**src/rtl/run_sequencer.sv**
```systemverilog
// run_sequencer: host-side program launcher for a small processor.
//
// Accepts a host run request while idle, holds the processor start line for
// START_CYCLES cycles (PC reset), counts RUN cycles until the processor raises
// cpu_done, then presents the cycle count and program tag to the host until
// it is consumed. The count saturates rather than wrapping.
//
// Optional build macro: RUN_TIMEOUT_EN -- adds a RUN-cycle watchdog that ends
// the run after TIMEOUT cycles and flags it through timed_out. Without the
// macro RUN waits indefinitely and timed_out stays 0.
//
// Ports:
//   clk            in   sole clock, rising edge
//   reset          in   synchronous, active-high
//   run_req        in   host request to start a run (accepted only in IDLE)
//   prog_sel[1:0]  in   program tag, latched on acceptance
//   run_ack        out  one-cycle acceptance pulse (first START cycle)
//   cpu_start      out  processor start (PC load 0) during START
//   cpu_done       in   processor done flag, sampled only in RUN
//   busy           out  high in every state except IDLE
//   result_valid   out  result available, held until result_rdy
//   result_rdy     in   host consumes the result
//   result_cycles  out  RUN-cycle count of the last run (CNT_W bits)
//   result_prog    out  program tag of the last run
//   timed_out      out  last run ended by the watchdog
module run_sequencer #(
    parameter int START_CYCLES = 2,
    parameter int CNT_W        = 16,
    parameter int TIMEOUT      = 4096
) (
    input  logic             clk,
    input  logic             reset,
    input  logic             run_req,
    input  logic [1:0]       prog_sel,
    output logic             run_ack,
    output logic             cpu_start,
    input  logic             cpu_done,
    output logic             busy,
    output logic             result_valid,
    input  logic             result_rdy,
    output logic [CNT_W-1:0] result_cycles,
    output logic [1:0]       result_prog,
    output logic             timed_out
);

    // A start length of 0 is promoted to 1 so the processor always sees a pulse.
    localparam int SC = (START_CYCLES < 1) ? 1 : START_CYCLES;
    localparam int SW = $clog2(SC + 1);
    localparam logic [SW-1:0] START_LAST = SW'(SC - 1);

`ifdef RUN_TIMEOUT_EN
    localparam logic [CNT_W-1:0] TO_LAST = CNT_W'(TIMEOUT - 1);
`endif

    if (TIMEOUT < 1) begin : g_bad_timeout
        $error("run_sequencer: TIMEOUT must be at least 1");
    end

    typedef enum logic [1:0] {
        IDLE,
        START,
        RUN,
        REPORT
    } state_e;

    state_e           state_q;
    logic [SW-1:0]    start_left_q;
    logic [CNT_W-1:0] cnt_q;
    logic [CNT_W-1:0] cnt_d;
    logic [1:0]       tag_q;

    logic             run_ack_q;
    logic             cpu_start_q;
    logic             busy_q;
    logic             result_valid_q;
    logic [CNT_W-1:0] result_cycles_q;
    logic [1:0]       result_prog_q;
    logic             timed_out_q;

    // Saturating increment: holds at all-ones instead of wrapping.
    always_comb begin
        cnt_d = cnt_q;
        if (cnt_q != '1) begin
            cnt_d = cnt_q + CNT_W'(1);
        end
    end

    always_ff @(posedge clk) begin
        if (reset) begin
            state_q         <= IDLE;
            start_left_q    <= '0;
            cnt_q           <= '0;
            tag_q           <= '0;
            run_ack_q       <= 1'b0;
            cpu_start_q     <= 1'b0;
            busy_q          <= 1'b0;
            result_valid_q  <= 1'b0;
            result_cycles_q <= '0;
            result_prog_q   <= '0;
            timed_out_q     <= 1'b0;
        end else begin
            run_ack_q <= 1'b0;
            case (state_q)
                IDLE: begin
                    if (run_req) begin
                        tag_q        <= prog_sel;
                        start_left_q <= START_LAST;
                        cnt_q        <= '0;
                        run_ack_q    <= 1'b1;
                        cpu_start_q  <= 1'b1;
                        busy_q       <= 1'b1;
                        state_q      <= START;
                    end
                end
                START: begin
                    // start_left_q counts the START cycles still to follow this one.
                    if (start_left_q == '0) begin
                        cpu_start_q <= 1'b0;
                        state_q     <= RUN;
                    end else begin
                        start_left_q <= start_left_q - SW'(1);
                    end
                end
                RUN: begin
                    if (cpu_done) begin
                        result_cycles_q <= cnt_q;
                        result_prog_q   <= tag_q;
                        timed_out_q     <= 1'b0;
                        result_valid_q  <= 1'b1;
                        state_q         <= REPORT;
                    end
`ifdef RUN_TIMEOUT_EN
                    else if (cnt_q == TO_LAST) begin
                        result_cycles_q <= TO_LAST;
                        result_prog_q   <= tag_q;
                        timed_out_q     <= 1'b1;
                        result_valid_q  <= 1'b1;
                        state_q         <= REPORT;
                    end
`endif
                    else begin
                        cnt_q <= cnt_d;
                    end
                end
                REPORT: begin
                    if (result_rdy) begin
                        result_valid_q <= 1'b0;
                        busy_q         <= 1'b0;
                        state_q        <= IDLE;
                    end
                end
                default: begin
                    state_q <= IDLE;
                end
            endcase
        end
    end

    assign run_ack       = run_ack_q;
    assign cpu_start     = cpu_start_q;
    assign busy          = busy_q;
    assign result_valid  = result_valid_q;
    assign result_cycles = result_cycles_q;
    assign result_prog   = result_prog_q;
    assign timed_out     = timed_out_q;

endmodule
```
**config.mk**
```make
export PLATFORM = sky130hd
export DESIGN_NAME = run_sequencer
export DESIGN_NICKNAME = d
export VERILOG_FILES = /design/src/rtl/run_sequencer.sv
export SDC_FILE = /design/constraint.sdc
export NUM_CORES = 1
export LEC_CHECK = 0
export ABC_AREA = 1
export BUFFER_PORTS_ARGS = -buffer_cell sky130_fd_sc_hd__buf_2
export CAP_MARGIN = 20
export CELL_PAD_IN_SITES_DETAIL_PLACEMENT = 0
export CELL_PAD_IN_SITES_GLOBAL_PLACEMENT = 1
export CORE_ASPECT_RATIO = 0.75
export CORE_MARGIN = 5
export CORE_UTILIZATION = 25
export CTS_BUF_LIST = sky130_fd_sc_hd__clkbuf_8
export DETAILED_ROUTE_END_ITERATION = 7
export PLACE_DENSITY = 0.51
export SKIP_LAST_GASP = 1
export SLEW_MARGIN = 20
export SYNTH_ARGS = -nofsm -noshare
export SYNTH_HDL_FRONTEND = slang
export SYNTH_SLANG_ARGS = --single-unit
```
**constraint.sdc**
```tcl
create_clock -name clk -period 3.4 [get_ports clk]
set_input_delay 0.34 -clock clk [delete_from_list [all_inputs] [get_ports clk]]
set_output_delay 0.34 -clock clk [all_outputs]
set_load 0.05 [all_outputs]
```
Word level (Yosys, flattened, before mapping)
Index checks and enable logic that the tools add are counted.

Register bits: 44. Latch bits: 0. Bits in writable memories: 0. Bits in read-only memories: 0. Output and inout port bits: 23. Logic and storage cells: 58. Memories: 0.

Add/subtract/negate cells: 2. Multipliers: 0. Divide/modulo/power cells: 0. Order comparisons: 0. Eq/ne operators: 11. Shift operators: 0. Mux-type cells: 19. Bitwise logic cells: 1. Reduce and logical (&&, ||, !) cells: 15.

Operator list (number): $mux 16 (3); $pmux 16 s2 (1); $add 16x1->16 const B (1); $ne 16x16->1 const B (1); $ne 2x2->1 const B (7); $reduce_and 3->1 (4); $mux 2 (5); $pmux 2 s4 (1); $reduce_and 4->1 (2); $reduce_bool 2->1 (4); $pmux 1 s2 (3); $mux 1 (5); $eq 2x2->1 const B (2); $logic_not 2->1 (2); $pmux 2 s2 (1); $reduce_and 2->1 (2); $eq 2x1->1 const B (1); $reduce_or 2->1 (1); $sub 2x1->2 const B (1); $not 1->1 (1).

Depth between registers and ports, before layout
Gate-level depths: netlist of the first run.

Depth after elaboration: 4. Mapped depth: 11. Gate-level depth less buffers: 11.

Worst setup path before layout of the first run
Ideal clock, no wire load.

Kind: register -> register. Start point: reg state_q[0]. End point: reg cnt_q[10]. Arrival: 1511 ps. Data required time: 3342 ps. Path slack: 1831 ps. Stages on the path, launching flop included: 12. Clock period less this slack: 1569 ps. Path through: dfxtp_1 > inv_1 > ha_1 > nand2_2 > inv_2 > nor2_1 > nand2_1 > o21bai_4 > buf_6 > nor2_1 > nand3_1 > nand2_1.

Cells in the longest elaborated chain, start to end: 3. Elaborated cells on any way between the ends: 8. Classes of those cells: eq/ne: 4; mux: 1; reduce/logical: 3.

Ends and longest elaborated chain: start: declaration (line 66) `state_e state_q;`; start signal: assignment (line 90) `state_q <= IDLE;`; start signal: assignment (line 112) `state_q <= START;`; start signal: assignment (line 119) `state_q <= RUN;`; $eq 2x2->1 or $logic_not 2->1 (tied branches) (line 103) `case (state_q)`; $ne 2x2->1 (no line) or $reduce_bool 2->1 (tied branches); $reduce_and 4->1 (no line); end signal: assignment (line 142) `cnt_q <= cnt_d;`; end: declaration (line 68) `logic [CNT_W-1:0] cnt_q;`.

Parallel ways exist; a longest one is shown, timed or not. A chain may end at the register's enable or synchronous reset.

Final worst setup path of the first run
Start point: reg state_q[0]. End point: reg cnt_q[13].

Same word-level chain as after synthesis.

==> results_dict.tcl, run 1 <==
set metrics [dict create \
    status "finished clean" \
    tritoncts "done" \
    post-route-drc-count 0 \
    die_x_um 115 \
    relSlewSlack_pct 38.6 \
    ctsRootBufferMaster "clkbuf_8" \
    min_period_over_period_pct 62.5 \
    antenna_found_initial 0 \
    synth_edf_count 0 \
    ys_ff_latch 44 \
    fin_tns_setup_ns 0 \
    drive_gt1_share_pct 14.6 \
    synth_fa_ha_area_share_pct 4.25 \
    layoutNonFillerInstCount 420 \
    min_path_type "input port to flip-flop" \
    timing.fmax_mhz 471 \
    hpwl_um 3900 \
    synthCells 288 \
    synth_common_cells "53 x nand2_1, 44 x dfxtp_1, 41 x nor2_1" \
    area_delta_synth_final_pct 16.4 \
    ioPinCount 30 \
    powerDensity_nw_per_um2 722 \
    post-route-util_pct 30.1 \
    syn_area_per_cell_um2 7.15 \
    total_power_mw 1.73 \
    start_kind "flip-flop" \
    layout.nets 328 \
    num-fill-cells 869 \
    diodes 0 \
    grt_max_degree 32 \
    post_cts_resized 0 \
    grt_usage_pct 11.5 \
    htreeDepth 2 \
    worst_slew_pin_slew_ns 0.920 \
    seqCellArea_um2 881 \
    port_buffers 28 \
    routed_via_density 4.37 \
    dr.pass1.iters 4 \
    synth_flop_cell "dfxtp_1" \
    synthSimpleGateAreaFrac_pct 26.5 \
    fin_skew_ns 0.00508 \
    ys_types 27 \
    maxSlewViolCount 0 \
    finalWirelength_um 5400 \
    critical_path_class "flip-flop to flip-flop" \
    die_y_um 88.6 \
    leakagePower_nw 1.02 \
    fin_crit_ns 2.12 \
    cp_data_required_time_ns 3.63 \
    synthesis.nets 302 \
    end_kind "flip-flop" \
    muxShareOfSynthArea_pct 0 \
    yosysMostFrequentCell "nand2_1" \
    detail-route-antenna-nets 0 \
    cp.arrival_ns 2.36 \
    synth_compound_area_share_pct 16.1 \
    grt_pass1_vias 1851 \
    ys_warn_count 0 \
    post_cts_buffers 0 \
    die-area_um2 10200 \
    syn_area_um2 2060 \
    vdd_drop_max_uv 253 \
    yosysTopAreaCell "dfxtp_1" \
    cts_hold_buf 0 \
    ys_seq_area_share_pct 42.8 \
    routedWlPerCell_um 12.8 \
    layout_setup_ws_ns 1.28 \
    rows 28 \
    synth_top_family_by_area "simple AND/OR/NAND/NOR gates" \
    dp_cells 412 \
    cap_violations 0 \
    synthTopCellsByArea "dfxtp_1 43%, nand2_1 9.7%, o21ai_0 7.5%, nor2_1 7.5%, inv_1 5.3%" \
    multi_input_area_um2 1010 \
    drtIter0Drc 76 \
    gr-total-overflow 0 \
    hold_viol 0 \
    cts.path.max_buffers 2 \
    cts_buffers 5 \
    yosys.area_share.xor_xnor_pct 2.13 \
    gp_congestion 0.784 \
    clk_pin_slew_worst_paths_ns 0.09 \
    routed-via-count 1836 \
    core_um2 7950 \
    rsz0062_at_grt "false" \
    synth_top_area_share_pct 42.8 \
    setup_viol 0 \
    critPathMaxFanout 14 \
    initial_core_util_pct 25.9 \
    pre_cts_ws_ns 1.28 \
    clk_latency_ns 0.30 \
    synthArstFlopShare_pct 0 \
    grt_pass1_wl_um 9200 \
    clock_sinks 44 \
]
-- report_power, final --
group | total (mW) | switching (mW) | internal [mW]
clock | 0.400 | 0.185 | 0.215
sequential | 0.641 | 0.0396 | 0.601
combinational | 0.690 | 0.514 | 0.176
-- cell usage in the layout (no fill, tap or decap), types with 2 or more instances in the layout --
cell       n
buf_2     28
nand4_1    4
dfxtp_1   44
nor2_2     2
nor2_1    41
clkbuf_8   5
nand2_2    2
xor2_1     5
nand3_1   19
nor3_1     3
inv_2      2
nand2_1   53
inv_1     30
o21ai_0   31
ha_1       7
a21oi_1   21
o21ai_1    6
-- metrics by stage --
step | instance area [um^2] | hold slack [ns]
floorplan | 2060 | 0.447
global placement | 2290 | 0.463
detailed placement | 2290 | 0.466
CTS | 2400 | 0.305
global route | 2400 | 0.312
finish | 2400 | 0.313
-- registers in the layout, indices dropped and copies added, names as in the netlist --
signal	count
cpu_start	1
result_valid	1
state_q	2
result_cycles	16
cnt_q	16
tag_q	2
run_ack	1
result_prog	2
start_left_q	2
busy	1
-- routing by layer --
layer	global-route usage, %	share of wire (%)	vias up
li1	-	-	983
met1	16.3	55	826
met4	3.20	1.0	0
met2	17.4	42	20
met3	2.80	2.8	7
met5	0	0	-
-- final cells by class --
cell class,instances,share of cell area [%]
multi-input cells,203,42.3
clock buffers,5,2.87
clock inverters,3,1.62
flip-flops and latches,44,36.7
repair buffers,29,6.16
well taps,105,5.48
inverters,31,4.85
-- kinds of logic after synthesis --
logic type,count (synthesis)
adder cells (fa/ha/maj),7
other,1
flip-flops,44
XOR/XNOR,5
buffers and inverters,41
AND/OR/NAND/NOR,128
AO/OA/AOI/OAI,62
-- path summary, 6_finish.rpt --
| check | start | endpoint | slack [ns] | cells after the start |
|---|---|---|---|---|
| setup reg to reg | state_q[0]$_SDFFE_PP0P_ | cnt_q[13]$_SDFFE_PP0P_ | 1.28 | 11 |
| hold reg to reg | result_cycles[13]$_SDFFE_PP0P_ | result_cycles[13]$_SDFFE_PP0P_ | 0.48 | 2 |
| hold / removal | prog_sel[1] | tag_q[1]$_SDFFE_PP0P_ | 0.31 | 3 |
| setup / recovery | state_q[0]$_SDFFE_PP0P_ | cnt_q[13]$_SDFFE_PP0P_ | 1.28 | 11 |
-- worst max-delay path: stages (launching register included) --
cell      delay (ns)
dfxtp_1         0.34
inv_1           0.13
ha_1            0.52
nand2_2         0.21
inv_2           0.10
nor2_1          0.04
nand2_1         0.08
o21bai_4        0.21
nand2_2         0.15
inv_2           0.15
nand2_1         0.06
o21ai_1         0.07
(Power assumes the default switching activity.)
==> inputs of run 2 (changes only) <==
Clock period 3.4 ns to 2.2 ns, I/O delays scaled along.
==> run 2 against run 1 <==
  * Design area fell by 0.31%
  * Clock skew up 0.0024 ns
  * Via count decreased by 0.82%
  * Routed wire length increased by 0.20%
  * Clock power is 22% higher
  * Worst setup slack got worse by 0.99 ns
  * Power grew 47%
  * Core utilization is 0.094 points lower
  * First-iteration DRC count fell by 45%
  * Non-clock buffer count up 3
  * Final cell count rose by 0.48%
  * Global-route usage is 0.15 points lower
==> results_dict.tcl, run 2 (synthesis gave the netlist of run 1 again) <==
set metrics [dict create \
    timing.rr.start "state_q[0]$_SDFFE_PP0P_" \
    setup_viol 0 \
    diodes 0 \
    cts_buffers 5 \
    area_delta_synth_final_pct 16.0 \
    post_cts_buffers 0 \
    hold_viol 0 \
    cp_data_required_time_ns 2.43 \
    grt_usage_pct 11.3 \
    min_path_type "input port to flip-flop" \
    vdd_drop_max_uv 407 \
    gr-total-overflow 0 \
    clk_pin_slew_worst_paths_ns 0.08 \
    mostFrequentLayoutCell "nand2_1" \
    die_y_um 88.6 \
    detail-route-antenna-nets 0 \
    end_kind "flip-flop" \
    critical_path_class "flip-flop to flip-flop" \
    clock_sinks 44 \
    crit_family "buffers and inverters" \
    leakagePower_nw 1.02 \
    grt_max_degree 31 \
    maxSlewViolCount 0 \
    clk_latency_ns 0.29 \
    core_um2 7950 \
    path_depth 9 \
    grt_pass1_wl_um 9110 \
    slowest_stage "o21bai_4" \
    drive_gt1_share_pct 15.1 \
    finalWirelength_um 5410 \
    fin_area_um2 2390 \
    routed_via_density 4.32 \
    htreeDepth 2 \
    multi_input_area_um2 1010 \
    rrSetupSlack_ns 0.28 \
    min_period_over_period_pct 87.0 \
    worst_slew_pin_slew_ns 0.575 \
    critPathLaunch "state_q[0]$_SDFFE_PP0P_" \
    layout.nets 331 \
    port_buffers 28 \
    hpwl_um 4030 \
    fin_skew_ns 0.00744 \
    cts_hold_buf 0 \
    status "finished clean" \
    timing.fmax_mhz 522 \
    fin_crit_ns 1.92 \
    whs_ns 0.171 \
    gp_congestion 0.762 \
    routedWlPerCell_um 12.8 \
    cp_slowest_stage_delay_ns 0.36 \
    tritoncts "done" \
    relSlewSlack_pct 61.6 \
    initial_core_util_pct 25.9 \
    r2r_end "cnt_q[9]$_SDFFE_PP0P_" \
    layout_common_cells "53 x nand2_1, 44 x dfxtp_1, 41 x nor2_1" \
    path_cells "inv_1, ha_1, buf_4, nand3_1, o21bai_4, nand2_2, inv_2, nand2_1, o21ai_1" \
    rows 28 \
    fin_tns_setup_ns 0 \
    routed-via-count 1821 \
    drtIter0Drc 42 \
    die_x_um 115 \
    ctsRootBufferMaster "clkbuf_8" \
    min_path_cells 3 \
    die-area_um2 10200 \
    cp.arrival_ns 2.14 \
    dr.pass1.iters 4 \
    rsz0062_at_grt "false" \
    antenna_found_initial 0 \
    post-route-drc-count 0 \
    rr_worst_depth 9 \
    dpl_cell_area_um2 2310 \
    ioPinCount 30 \
    post_cts_resized 0 \
    seqCellArea_um2 881 \
    critPathMaxFanout 12 \
    powerDensity_nw_per_um2 1070 \
    grt_pass1_vias 1796 \
    start_kind "flip-flop" \
    cts.path.max_buffers 2 \
    path_buf_inv 3 \
    cap_violations 0 \
    cp-endpoint "cnt_q[9]$_SDFFE_PP0P_" \
    num-fill-cells 865 \
]
## run 2: stage by stage
step	utilization, %	total power, mW	setup slack, ns	cells
after global placement	29.1	2.10	0.348	415
after floorplan	-	1.86	0.631	288
final	30.1	2.55	0.285	422
after CTS	30.1	2.59	0.258	422
after global routing	30.1	2.75	0.0394	422
after detailed placement	29.1	2.10	0.290	415
## run 2: power breakdown
group / switching [mW] / internal [mW] / total [mW]
clock: 0.275 / 0.212 / 0.487
combinational: 0.795 / 0.281 / 1.08
sequential: 0.0596 / 0.929 / 0.988
total: 1.13 / 1.42 / 2.55
## run 2: per-layer routing
layer | up-vias | share of wire [%] | global-route usage [%]
li1 | 980 | - | -
met1 | 823 | 57 | 17.2
met2 | 14 | 40 | 15.8
met3 | 4 | 2.3 | 2.73
met4 | 0 | 0.70 | 3.20
met5 | - | 0 | 0
## run 2: worst min-delay path: cells and delay by family
family	cells	cell delay (ns)
compound gates	1	0.07
buf+inv	1	0.07
simple gates	1	0.07
## run 2: worst min path at each step
| stage | start | to | slack [ns] |
|---|---|---|---|
| after CTS | prog_sel[1] | tag_q[1]$_SDFFE_PP0P_ | 0.17 |
| after global placement | cnt_q[15]$_SDFFE_PP0P_ | cnt_q[15]$_SDFFE_PP0P_ | 0.46 |
| after floorplan | prog_sel[0] | tag_q[0]$_SDFFE_PP0P_ | 0.38 |
| after global routing | prog_sel[0] | tag_q[0]$_SDFFE_PP0P_ | 0.22 |
| final | prog_sel[1] | tag_q[1]$_SDFFE_PP0P_ | 0.17 |
| after detailed placement | tag_q[1]$_SDFFE_PP0P_ | tag_q[1]$_SDFFE_PP0P_ | 0.47 |
## run 2: cell type report
type / instances / area share [%]
clock buffers: 5 / 2.88
clock inverters: 2 / 0.366
inverters: 31 / 4.87
multi-input cells: 203 / 42.4
flip-flops and latches: 44 / 36.9
well taps: 105 / 5.50
repair buffers: 32 / 7.12
==> inputs of run 3 (changes only) <==
Settings changed: ABC_AREA 1 to default, CORE_UTILIZATION 25 to 43, PLACE_DENSITY 0.51 to 0.79.
==> run 3 against run 2 <==
  * Via count is 5.6% higher
  * Power is 5.1% lower
  * Critical path type unchanged
  * Non-clock buffer count is 7 higher
==> results_dict.tcl, run 3 <==
set metrics [dict create \
    ys_seq_area_share_pct 42.0 \
    p_int_mw 1.52 \
    die_y_um 70.5 \
    layout_common_cells "60 x nand2_1, 44 x dfxtp_1, 33 x a21oi_1" \
    end_kind "flip-flop" \
    port_buffers 28 \
    min_period_over_period_pct 92.6 \
    layoutNonFillerInstCount 358 \
    routed_via_density 5.37 \
    routedWlPerCell_um 13.9 \
    status "finished clean" \
    clk_latency_ns 0.30 \
    cts_buffers 5 \
    clock_sinks 44 \
    clkPwrFrac_pct 24.5 \
    gp_congestion 0.794 \
    timing.fmax_mhz 491 \
    post_cts_buffers 0 \
    min_path_type "input port to flip-flop" \
    synth_flop_cell "dfxtp_1" \
    gr-total-overflow 0 \
    leakagePower_nw 0.945 \
    rr_worst_depth 7 \
    drtIter0Drc 122 \
    ctsRootBufferMaster "clkbuf_8" \
    grt_usage_pct 15.9 \
    synth_top_area_share_pct 42.0 \
    clk_pin_slew_worst_paths_ns 0.08 \
    hpwl_um 3360 \
    worst_slew_pin_slew_ns 0.686 \
    post-route-drc-count 0 \
    combPwrFrac_pct 38.3 \
    r2r_end "cnt_q[13]$_SDFFE_PP0P_" \
    antenna_found_initial 0 \
    hold_viol 0 \
    dr.pass1.iters 4 \
    ys_types 48 \
    synthArstFlopShare_pct 0 \
    die_x_um 90.6 \
    post-route-util_pct 50.6 \
    dp_cells 352 \
    initial_core_util_pct 43.5 \
    grt_max_degree 47 \
    rows 22 \
    critPathMaxFanout 6 \
    ys_warn_count 0 \
    die-area_um2 6390 \
    synth_edf_count 0 \
    yosysMostFrequentCell "nand2_1" \
    total_power_mw 2.42 \
    cts.path.max_buffers 2 \
    highest_layer "met4" \
    wl_met3_um 270 \
    maxSlewViolCount 0 \
    core_um2 4820 \
    routed-via-count 1923 \
    hp-start "prog_sel[0]" \
    fin_crit_ns 2.04 \
    mostFrequentLayoutCell "nand2_1" \
    diodes 0 \
    timing.rr.start "state_q[0]$_SDFFE_PP0P_" \
    powerDensity_nw_per_um2 994 \
    fin_skew_ns 0.00755 \
    detail-route-antenna-nets 0 \
    layout.nets 313 \
    setup_viol 0 \
    synth_common_cells "60 x nand2_1, 44 x dfxtp_1, 33 x a21oi_1" \
    seqPwrFrac_pct 37.2 \
    min_to "tag_q[0]$_SDFFE_PP0P_" \
    routed-wl-met2_um 2080 \
    start_kind "flip-flop" \
    drive_gt1_share_pct 19.1 \
    ys_ff_latch 44 \
    fin_area_um2 2440 \
    synthCells 266 \
    critical_path_class "flip-flop to flip-flop" \
    tritoncts "done" \
    grt_pass1_vias 1721 \
    cp.arrival_ns 2.28 \
    rsz0062_at_grt "false" \
    vdd_drop_max_uv 552 \
    relSlewSlack_pct 54.3 \
    switching_share_pct 37.4 \
    cp_data_required_time_ns 2.44 \
    switchingPower_uw 906 \
    grt_pass1_wl_um 8390 \
    syn_area_per_cell_um2 7.88 \
    min_path_cells 3 \
    fin_tns_setup_ns 0 \
    synthTopCellsByArea "dfxtp_1 42%, nand2_1 11%, a21oi_1 7.9%, ha_1 4.2%, nor2_1 2.9%" \
    synthesis.nets 280 \
    wl_met1_um 2580 \
    htreeDepth 2 \
    area_delta_synth_final_pct 16.2 \
    syn_area_um2 2100 \
    cap_violations 0 \
    dpl_cell_area_um2 2330 \
    rrSetupSlack_ns 0.16 \
    finalWirelength_um 4960 \
    ioPinCount 30 \
    yosysTopAreaCell "dfxtp_1" \
]
-- run 3: logic make-up after synthesis --
| kind of cell | Yosys count | synth area share (%) |
|---|---|---|
| flops | 44 | 42.0 |
| mux | 2 | 1.01 |
| compound gates | 71 | 21.4 |
| fa+ha+maj | 7 | 4.18 |
| simple gates | 118 | 26.5 |
| buf+inv | 23 | 4.71 |
| other cells | 1 | 0.179 |
-- run 3: cell type report --
type,count,area [um^2]
clock buffer,5,68.8
timing repair buffer,39,223
tap,60,75.1
sequential,44,881
fill,480,2380
clock inverter,1,30.0
inverter,10,37.5
multi-input combinational,199,1120
-- run 3: through the flow --
step,hold WS (ns),setup slack [ns]
2_1_floorplan,0.367,0.131
3_3_place_gp,0.440,0.189
3_5_place_dp,0.443,0.182
4_1_cts,0.166,0.147
5_1_grt,0.183,0.0830
6_report,0.169,0.162
-- run 3: power by group through the flow --
| stage | Combinational (mW) | Sequential (mW) | Clock (mW) |
|---|---|---|---|
| finish | 0.928 | 0.901 | 0.593 |
| global route | 1.03 | 0.909 | 0.636 |
| CTS | 0.933 | 0.901 | 0.605 |
| detailed placement | 0.930 | 0.919 | 0 |
| global placement | 0.927 | 0.917 | 0 |
| floorplan | 0.627 | 0.988 | 0 |
-- run 3: worst max path at each step --
| stage | from | endpoint | slack [ns] | cells past startpoint |
|---|---|---|---|---|
| 3_3_place_gp | cnt_q[0]$_SDFFE_PP0P_ | cnt_q[11]$_SDFFE_PP0P_ | 0.19 | 6 |
| 6_report | state_q[0]$_SDFFE_PP0P_ | cnt_q[13]$_SDFFE_PP0P_ | 0.16 | 7 |
| 2_1_floorplan | state_q[0]$_SDFFE_PP0P_ | cnt_q[13]$_SDFFE_PP0P_ | 0.13 | 8 |
| 3_5_place_dp | cnt_q[0]$_SDFFE_PP0P_ | cnt_q[11]$_SDFFE_PP0P_ | 0.18 | 6 |
| 4_1_cts | cnt_q[0]$_SDFFE_PP0P_ | cnt_q[11]$_SDFFE_PP0P_ | 0.15 | 6 |
| 5_1_grt | state_q[0]$_SDFFE_PP0P_ | cnt_q[13]$_SDFFE_PP0P_ | 0.08 | 7 |
-- run 3: worst max-delay path: stages, from the launching register on --
cell and delay, ns:
dfxtp_1 0.39, inv_1 0.10, ha_1 0.21, or2b_2 0.23
nand2_2 0.07, or4_4 0.52, or4_1 0.40, nand2_1 0.07
-- run 3: per-layer routing --
metal,vias to the layer above,track usage [%]
met2,46,22.8
met4,0,4.46
li1,988,-
met1,884,23.6
met3,5,3.77
met5,-,0
-- run 3: what timing repair did --
action,in CTS,in global routing
resized for setup,0,1
hold buffers,0,0
setup endpoints to repair,0,2
